## src/rtl/copr_latency_engine_if.sv

```systemverilog
// Handshake bundle between the arithmetic reservation station and the latency engine.
// The issue side carries valid/ready plus the operation; the result side carries valid/ready, tag and rd.
interface copr_latency_engine_if #(
    parameter int XLEN  = 64,
    parameter int TAG_W = 6
);
    logic             valid_i;
    logic             ready_o;
    logic             ctl_i;
    logic [TAG_W-1:0] tag_i;
    logic [XLEN-1:0]  rs1_i;
    logic [XLEN-1:0]  rs2_i;
    logic             valid_o;
    logic             ready_i;
    logic [TAG_W-1:0] tag_o;
    logic [XLEN-1:0]  rd_o;

    modport master (
        output valid_i, ctl_i, tag_i, rs1_i, rs2_i, ready_i,
        input  ready_o, valid_o, tag_o, rd_o
    );

    modport slave (
        input  valid_i, ctl_i, tag_i, rs1_i, rs2_i, ready_i,
        output ready_o, valid_o, tag_o, rd_o
    );
endinterface

```

## src/rtl/copr_latency_engine.sv

```systemverilog
// Dummy-coprocessor EU responder: a fixed-depth PIPE adder and an ITER engine with operand-defined latency.
// Optional macro COPR_LATENCY_PERF_EN adds delivered-result and stall-cycle counters.
module copr_latency_engine #(
    parameter int XLEN        = 64,
    parameter int TAG_W       = 6,
    parameter int PIPE_DEPTH  = 4,
    parameter int MAX_LATENCY = 32,
    parameter int LAT_W       = 8
) (
    input  logic        clk_i,
    input  logic        rst_ni,
    input  logic        flush_i,
`ifdef COPR_LATENCY_PERF_EN
    output logic [31:0] perf_done_cnt_o,
    output logic [31:0] perf_stall_cnt_o,
`endif
    copr_latency_engine_if.slave bus
);
    localparam int CNT_W = $clog2(MAX_LATENCY + 1);

    localparam logic [1:0] ST_IDLE = 2'd0;
    localparam logic [1:0] ST_BUSY = 2'd1;
    localparam logic [1:0] ST_DONE = 2'd2;

    genvar gi;

    logic             pipe_v_reg   [PIPE_DEPTH];
    logic [TAG_W-1:0] pipe_tag_reg [PIPE_DEPTH];
    logic [XLEN-1:0]  pipe_data_reg[PIPE_DEPTH];

    logic [1:0]       state_reg;
    logic [CNT_W-1:0] cnt_reg;
    logic [XLEN-1:0]  acc_reg;
    logic [TAG_W-1:0] iter_tag_reg;

    logic [TAG_W-1:0] hold_tag_reg;
    logic [XLEN-1:0]  hold_rd_reg;

    logic             pipe_empty;
    logic             last_v;
    logic             valid_out;
    logic [TAG_W-1:0] tag_out;
    logic [XLEN-1:0]  rd_out;
    logic             stall;
    logic             ready_out;
    logic             accept_pipe;
    logic             accept_iter;
    logic [LAT_W-1:0] lat_req;
    logic [CNT_W-1:0] lat_eff;

    always_comb begin
        pipe_empty = 1'b1;
        for (int i = 0; i < PIPE_DEPTH; i++) begin
            if (pipe_v_reg[i]) pipe_empty = 1'b0;
        end
    end

    assign last_v    = pipe_v_reg[PIPE_DEPTH-1];
    assign valid_out = last_v || (state_reg == ST_DONE);
    assign stall     = valid_out && !bus.ready_i;
    assign ready_out = !flush_i && !stall && (state_reg == ST_IDLE) && (!bus.ctl_i || pipe_empty);

    assign accept_pipe = bus.valid_i && ready_out && !bus.ctl_i;
    assign accept_iter = bus.valid_i && ready_out && bus.ctl_i;

    // A zero request still takes one cycle; oversize requests saturate before narrowing to the counter.
    always_comb begin
        lat_req = bus.rs2_i[LAT_W-1:0];
        if (lat_req == '0) begin
            lat_eff = CNT_W'(1);
        end else if (32'(lat_req) > 32'(MAX_LATENCY)) begin
            lat_eff = CNT_W'(MAX_LATENCY);
        end else begin
            lat_eff = CNT_W'(lat_req);
        end
    end

    // The whole pipe freezes on stall, so ops keep their spacing and leave in issue order.
    generate
        for (gi = 0; gi < PIPE_DEPTH; gi++) begin : g_stage
            if (gi == 0) begin : g_head
                always_ff @(posedge clk_i or negedge rst_ni) begin
                    if (!rst_ni) begin
                        pipe_v_reg[gi]    <= 1'b0;
                        pipe_tag_reg[gi]  <= '0;
                        pipe_data_reg[gi] <= '0;
                    end else if (flush_i) begin
                        pipe_v_reg[gi]    <= 1'b0;
                    end else if (!stall) begin
                        pipe_v_reg[gi]    <= accept_pipe;
                        if (accept_pipe) begin
                            pipe_tag_reg[gi]  <= bus.tag_i;
                            pipe_data_reg[gi] <= bus.rs1_i + bus.rs2_i;
                        end
                    end
                end
            end else begin : g_body
                always_ff @(posedge clk_i or negedge rst_ni) begin
                    if (!rst_ni) begin
                        pipe_v_reg[gi]    <= 1'b0;
                        pipe_tag_reg[gi]  <= '0;
                        pipe_data_reg[gi] <= '0;
                    end else if (flush_i) begin
                        pipe_v_reg[gi]    <= 1'b0;
                    end else if (!stall) begin
                        pipe_v_reg[gi]    <= pipe_v_reg[gi-1];
                        pipe_tag_reg[gi]  <= pipe_tag_reg[gi-1];
                        pipe_data_reg[gi] <= pipe_data_reg[gi-1];
                    end
                end
            end
        end
    endgenerate

    always_ff @(posedge clk_i or negedge rst_ni) begin
        if (!rst_ni) begin
            state_reg    <= ST_IDLE;
            cnt_reg      <= '0;
            acc_reg      <= '0;
            iter_tag_reg <= '0;
        end else if (flush_i) begin
            state_reg    <= ST_IDLE;
        end else begin
            case (state_reg)
                ST_IDLE: begin
                    if (accept_iter) begin
                        iter_tag_reg <= bus.tag_i;
                        acc_reg      <= bus.rs1_i;
                        cnt_reg      <= lat_eff;
                        state_reg    <= ST_BUSY;
                    end
                end
                ST_BUSY: begin
                    acc_reg <= acc_reg + {{(XLEN-1){1'b0}}, 1'b1};
                    cnt_reg <= cnt_reg - CNT_W'(1);
                    if (cnt_reg == CNT_W'(1)) state_reg <= ST_DONE;
                end
                ST_DONE: begin
                    if (bus.ready_i) state_reg <= ST_IDLE;
                end
                default: state_reg <= ST_IDLE;
            endcase
        end
    end

    // When nothing is valid the bus keeps showing the last presented tag/rd.
    always_comb begin
        if (last_v) begin
            tag_out = pipe_tag_reg[PIPE_DEPTH-1];
            rd_out  = pipe_data_reg[PIPE_DEPTH-1];
        end else if (state_reg == ST_DONE) begin
            tag_out = iter_tag_reg;
            rd_out  = acc_reg;
        end else begin
            tag_out = hold_tag_reg;
            rd_out  = hold_rd_reg;
        end
    end

    always_ff @(posedge clk_i or negedge rst_ni) begin
        if (!rst_ni) begin
            hold_tag_reg <= '0;
            hold_rd_reg  <= '0;
        end else begin
            hold_tag_reg <= tag_out;
            hold_rd_reg  <= rd_out;
        end
    end

    assign bus.ready_o = ready_out;
    assign bus.valid_o = valid_out;
    assign bus.tag_o   = tag_out;
    assign bus.rd_o    = rd_out;

`ifdef COPR_LATENCY_PERF_EN
    logic [31:0] perf_done_reg;
    logic [31:0] perf_stall_reg;

    always_ff @(posedge clk_i or negedge rst_ni) begin
        if (!rst_ni) begin
            perf_done_reg  <= '0;
            perf_stall_reg <= '0;
        end else begin
            if (valid_out && bus.ready_i) perf_done_reg <= perf_done_reg + 32'd1;
            if (stall) perf_stall_reg <= perf_stall_reg + 32'd1;
        end
    end

    assign perf_done_cnt_o  = perf_done_reg;
    assign perf_stall_cnt_o = perf_stall_reg;
`endif

endmodule

```

## src/flat_wrapper.sv

```systemverilog
// flat-port wrapper written by rule: the top's interface ports become plain ports
module copr_latency_engine_flat 
#(
    parameter int XLEN        = 64,
    parameter int TAG_W       = 6,
    parameter int PIPE_DEPTH  = 4,
    parameter int MAX_LATENCY = 32,
    parameter int LAT_W       = 8
)
  (clk_i, rst_ni, flush_i, bus_valid_i, bus_ctl_i, bus_tag_i, bus_rs1_i, bus_rs2_i, bus_ready_i, bus_ready_o, bus_valid_o, bus_tag_o, bus_rd_o);
  copr_latency_engine_if #(.XLEN(XLEN), .TAG_W(TAG_W)) bus_i ();
  input  logic clk_i;
  input  logic rst_ni;
  input  logic flush_i;
  input wire logic [$bits(bus_i.valid_i)-1:0] bus_valid_i;
  input wire logic [$bits(bus_i.ctl_i)-1:0] bus_ctl_i;
  input wire logic [$bits(bus_i.tag_i)-1:0] bus_tag_i;
  input wire logic [$bits(bus_i.rs1_i)-1:0] bus_rs1_i;
  input wire logic [$bits(bus_i.rs2_i)-1:0] bus_rs2_i;
  input wire logic [$bits(bus_i.ready_i)-1:0] bus_ready_i;
  output wire logic [$bits(bus_i.ready_o)-1:0] bus_ready_o;
  output wire logic [$bits(bus_i.valid_o)-1:0] bus_valid_o;
  output wire logic [$bits(bus_i.tag_o)-1:0] bus_tag_o;
  output wire logic [$bits(bus_i.rd_o)-1:0] bus_rd_o;
  assign bus_i.valid_i = bus_valid_i;
  assign bus_i.ctl_i = bus_ctl_i;
  assign bus_i.tag_i = bus_tag_i;
  assign bus_i.rs1_i = bus_rs1_i;
  assign bus_i.rs2_i = bus_rs2_i;
  assign bus_i.ready_i = bus_ready_i;
  assign bus_ready_o = bus_i.ready_o;
  assign bus_valid_o = bus_i.valid_o;
  assign bus_tag_o = bus_i.tag_o;
  assign bus_rd_o = bus_i.rd_o;
  copr_latency_engine #(.XLEN(XLEN), .TAG_W(TAG_W), .PIPE_DEPTH(PIPE_DEPTH), .MAX_LATENCY(MAX_LATENCY), .LAT_W(LAT_W)) u_core (.clk_i(clk_i), .rst_ni(rst_ni), .flush_i(flush_i), .bus(bus_i));
endmodule
```

## config.mk

```make
export PLATFORM = sky130hd
export DESIGN_NAME = copr_latency_engine_flat
export DESIGN_NICKNAME = d
export VERILOG_FILES = /design/src/rtl/copr_latency_engine_if.sv /design/src/rtl/copr_latency_engine.sv /design/src/flat_wrapper.sv
export SDC_FILE = /design/constraint.sdc
export NUM_CORES = 1
export LEC_CHECK = 0
export CAP_MARGIN = 30
export CORE_MARGIN = 1
export CORE_UTILIZATION = 30
export DETAILED_ROUTE_END_ITERATION = 8
export PLACE_DENSITY = 0.45
export SLEW_MARGIN = 10
export SYNTH_ARGS = -nofsm -noshare
export SYNTH_HDL_FRONTEND = slang
export SYNTH_SLANG_ARGS = --single-unit
```

## constraint.sdc

```tcl
create_clock -name clk_i -period 4.3 [get_ports clk_i]
set_input_delay 0.86 -clock clk_i [delete_from_list [all_inputs] [get_ports clk_i]]
set_output_delay 0.86 -clock clk_i [all_outputs]
set_load 0.01 [all_outputs]
```

* After elaboration in Yosys (flattened, before gate mapping)
Cells that the tools add are included.
** Storage, ports and cells
- Register bits after elaboration :: 432
- Bits in latches :: 0
- Bits in writable memories :: 0
- Memory bits (read-only) :: 0
- Output and inout bits :: 72
- Word-level logic and storage cells :: 80
- Memories kept :: 0
** Operators by class
- $add $sub $neg :: 3
- $mul :: 0
- Divide/modulo/power cells :: 0
- Magnitude comparators :: 1
- Equality and inequality tests :: 8
- Shift operators :: 0
- Multiplexer cells :: 27
- Bitwise logic cells :: 2
- Reductions and logical operators :: 21
** Operators by type and width (count)
- two-way mux 64 bit :: 3
- case mux 64 bit (2 select lines) :: 1
- adder 64 x 1 -> 64 bit (second input constant) :: 1
- adder 64 bit :: 1
- two-way mux 6 bit :: 5
- two-way mux 1 bit :: 12
- case mux 6 bit (2 select lines) :: 1
- AND reduction 3 bit :: 4
- > comparator 8 x 6 -> 1 bit (second input constant) :: 1
- zero test 8 bit :: 1
- two-way mux 2 bit :: 4
- logical AND 1 bit :: 7
- equality test 6 x 1 -> 1 bit (second input constant) :: 1
- != test 3 x 2 -> 1 bit (second input constant) :: 2
- case mux 2 bit (3 select lines) :: 1
- subtractor 6 x 1 -> 6 bit (second input constant) :: 1
- zero test 1 bit :: 4
- != test 3 bit (second input constant) :: 1
- equality test 2 x 1 -> 1 bit (second input constant) :: 1
- equality test 2 bit (second input constant) :: 1
- zero test 2 bit :: 1
- logical OR 1 bit :: 2
- != test 2 x 1 -> 1 bit (second input constant) :: 1
- != test 2 bit (second input constant) :: 1
- 3 further kinds :: 4

* Logic depth before layout (Yosys ltp)
- Word-level depth :: 12
- Depth in mapped cells :: 13

* Worst setup path after synthesis
Ideal clock, no wire load.
- Kind :: input port to flip-flop
- Start :: input port bus_rs2_i[0]
- End :: register u_core.pipe_data_reg[248] in the netlist's numbering
- Data arrival time :: 3667 ps
- Data required time :: 4180 ps
- Slack :: 513 ps
- Stages :: 12
- Path buffers :: 0
- Path through :: ha_1 -> fa_1 -> a211oi_1 -> o21bai_1 -> a21oi_1 -> o21ai_0 -> a41oi_1 -> o211ai_1 -> a31oi_1 -> a21oi_1 -> or3_1 -> a31o_2
** On the way
- Word-level cells in the longest chain between the ends :: 1
** RTL lines
- start, declared :: line flat_wrapper.sv:19 : input wire logic [$bits(bus_i.rs2_i)-1:0] bus_rs2_i;
- adder 64 bit :: line copr_latency_engine.sv:93 : pipe_data_reg[gi] <= bus.rs1_i + bus.rs2_i;
- end signal, assigned by index :: line copr_latency_engine.sv:93
- end, declared :: line copr_latency_engine.sv:29 : logic [XLEN-1:0] pipe_data_reg[PIPE_DEPTH];
No other way between the ends.
A chain may end at the register's enable or synchronous reset.

* Final worst setup path
- Start :: input port bus_rs1_i[0]
- End :: register u_core.pipe_data_reg[234] in the netlist's numbering
** On the way
- Word-level cells in the longest chain between the ends :: 1
** RTL lines
- start, declared :: line flat_wrapper.sv:18 : input wire logic [$bits(bus_i.rs1_i)-1:0] bus_rs1_i;
- adder 64 bit :: line copr_latency_engine.sv:93
No other way between the ends.

==> impl_metrics.toml <==
[outcome]
status = "finished, final reports clean"

[worst_setup_path]
worstPathRequired_ns = 4.78
cp-end-kind = "flip-flop"
timing.critical_path.arrival_ns = 4.57
path_cells = "clkdlybuf4s50_1 > ha_1 > fa_1 > a211oi_1 > o21bai_1 > a21oi_1 > o21ai_0 > buf_4 > a41oi_1 > buf_4 > o21ai_0 > a21oi_1 > o21ai_0 > xnor2_1 > o21ai_0"
critPathMaxFanout = 4
crit_family = "compound AO/OA/AOI/OAI gates"
critical_path_class = "input port to flip-flop"
worstSetupStartpointType = "input port"
crit_start = "bus_rs1_i[0]"
cp_slowest_cell = "clkdlybuf4s50_1"
cpMostUsedCell = "o21ai_0"
r2r-start = "u_core.acc_reg[10]"
critical-path-max-stage-delay_ns = 0.53
crit_buf_inv = 3

[final_layout]
diodes = 0
syn2layout_area_growth_pct = 24.8
layout.nets = 2985
drive_gt1_share_pct = 7.47
largest_register_ffs = 256
n_fill_cell = 7349

[yosys]
yosys_warnings = 0
synth_ff_type = "dfrtp_1"
synth_cells = 2587
seq_area_frac_synth_pct = 49.1
ys_async_sr_fraction_pct = 100
syn_area_sq_mm = 0.0220
synth_cell_types = 73
postSynthAreaPerCell_sq_um = 8.51
synth-edff-count = 0
ys_ff_latch = 432
syn-num-nets = 2794

[sta]
tightest_slew_ns = 0.961
fin_crit_ns = 4.10
fin_tns_setup_ns = 0
max-slew-margin-rel_pct = 35.9
report.final.hold_viol_count = 0
slew_viol_final = 0
setup_viol = 0
rsz0062_at_grt = "false"
skew_ns = 0.0141
setup_ws_ns = 0.204
max_freq_mhz = 244
period_share_pct = 95.2

[floorplan]
core.rowCount = 98
die-area_sq_mm = 0.0745
fp.dieW_microns = 273
die_h_microns = 273
ios = 212
coreArea_sq_mm = 0.0721
initial_core_util_pct = 30.5

[clock_network]
cts-resized-gates = 0
h-tree-depth = 2
holdBufCountCts = 0
cts_tree = "done"
root_buffer = "clkbuf_16"
clockBufferDepth = 3
cts_made_buffers = 54
post_cts_buffers = 0
clock_latency_ns = 0.61
cts.sink_count = 432
clk_pin_slew_ns = 0.06

[drt]
wl_microns = 72400
drtPass1Iterations = 5
route.detailed.drc = 0
vias = 19104
vias_per_cell = 5.06
antenna_left = 0
wl_per_cell_microns = 19.2
drt_iter0_drc = 1370

[grt]
antenna_found_initial = 1
grt_pass1_wl_microns = 113000
grt_overflow_total = 0
grt_usage_pct = 19.4
grt_max_degree = 118
grt_pass1_vias = 19077

[placed_design]
place_ws_ns = -0.358
place_hpwl_microns = 51400
globalplace.congestion = 0.877
io_buffers = 211

[power]
p_leak_uw = 0.0126
peakVddDrop_v = 0.000309
powerDensity_mw_per_mm2 = 548

[worst_hold_path]
hold_class = "input port to async pin"

[flow_run]
max_cap_viol_count = 0
==> stage by stage <==
stage                     area, sq um  hold WS, ns  utilization [%]  power [uW]  instances
after floorplan                 22000        0.430                -        8330       2587
after global placement          25500        0.445             35.4       10200       3671
after detailed placement        25600        0.447             35.5       10300       3672
after CTS                       27500        0.187             38.1       15300       3773
after global routing            27500        0.198             38.1       16000       3773
final                           27500        0.188             38.1       15100       3773
==> area by class of cell <==
class | instances | area (sq um) | share of cell area, %
multi-input combinational | 1962 | 10500 | 38.3
clock buffer | 76 | 1620 | 5.89
clock inverter | 25 | 299 | 1.09
timing repair buffer | 293 | 2920 | 10.6
inverter | 35 | 131 | 0.478
sequential | 432 | 10800 | 39.4
tap | 950 | 1190 | 4.33
==> worst paths after layout <==
| path | cells past startpoint | endpoint | slack, ns |
|---|---|---|---|
| max | 15 | u_core.pipe_data_reg[234] | 0.20 |
| max in group asynchronous | 2 | u_core.hold_rd_reg[39] | 3.05 |
| min reg2reg | 2 | u_core.pipe_data_reg[68] | 0.46 |
| min | 1 | u_core.pipe_tag_reg[7] | 0.19 |
| min in group clk_i | 2 | u_core.pipe_data_reg[68] | 0.46 |
| max reg2reg | 9 | u_core.acc_reg[57] | 0.50 |
==> placed cells by master (no fill, tap or decap), types with 6 or more instances in the layout <==
| cell type | synthesis | final |
|---|---|---|
| nor2_1 | 76 | 75 |
| buf_4 | 2 | 68 |
| clkbuf_1 | 144 | 7 |
| nand3_1 | 50 | 50 |
| bufinv_16 | 0 | 6 |
| a32oi_1 | 6 | 6 |
| mux2i_1 | 76 | 76 |
| nand2b_1 | 10 | 9 |
| xor2_1 | 19 | 19 |
| mux2_2 | 10 | 10 |
| o21ai_0 | 222 | 222 |
| clkbuf_16 | 0 | 57 |
| or3_1 | 8 | 8 |
| xnor2_1 | 34 | 34 |
| nor3b_1 | 6 | 6 |
| and3_1 | 23 | 23 |
| a211oi_1 | 6 | 6 |
| clkbuf_8 | 0 | 12 |
| dfrtp_1 | 432 | 431 |
| o22ai_1 | 32 | 32 |
| a21oi_1 | 191 | 191 |
| a31oi_1 | 14 | 14 |
| nand2_1 | 882 | 882 |
| o21a_1 | 17 | 16 |
| inv_1 | 35 | 35 |
| clkinv_2 | 0 | 12 |
| o21bai_1 | 10 | 10 |
| or4_1 | 6 | 6 |
| nand4_1 | 29 | 29 |
| nor3_1 | 34 | 34 |
| ha_1 | 66 | 66 |
| a21o_1 | 41 | 41 |
| o31ai_1 | 10 | 10 |
| and2_1 | 7 | 7 |
| buf_12 | 0 | 13 |
| clkdlybuf4s50_1 | 0 | 210 |
==> power breakdown <==
part | switching (uW) | leakage, uW | internal, uW | total [uW]
combinational | 2150 | 0.00616 | 1720 | 3860
sequential | 937 | 0.00545 | 5410 | 6350
clock | 1880 | 0.000950 | 2980 | 4860
==> cell usage after synthesis, types with 17 or more instances <==
library cell,count,area share [%]
nand2_1,882,15
dfrtp_1,432,49
o21ai_0,222,5.0
a21oi_1,191,4.3
clkbuf_1,144,2.5
mux2i_1,76,3.5
nor2_1,76,1.3
ha_1,66,3.8
nand3_1,50,1.1
a21o_1,41,1.4
inv_1,35,0.60
nor3_1,34,0.77
xnor2_1,34,1.4
o22ai_1,32,0.91
nand4_1,29,0.82
and3_1,23,0.65
xor2_1,19,0.76
o21a_1,17,0.58
==> cells by family after synthesis <==
kind of cell,after synthesis,share of synthesized area [%]
buffers and inverters,193,3.37
AND/OR/NAND/NOR,1160,22.0
adder cells (fa/ha/maj),67,3.84
XOR/XNOR,53,2.11
multiplexers,86,3.97
AO/OA/AOI/OAI,596,15.7
flip-flops,432,49.1
==> per-layer routing <==
| metal | part of all wire (%) | wire (microns) | GRT usage (%) |
|---|---|---|---|
| met1 | 46 | 33300 | 26.6 |
| met2 | 47 | 34000 | 31.7 |
| met4 | 2.5 | 1820 | 5.91 |
| met3 | 4.6 | 3320 | 2.72 |
| met5 | 0 | 0 | 0 |
Note: power is estimated with default switching activity, not from simulation.
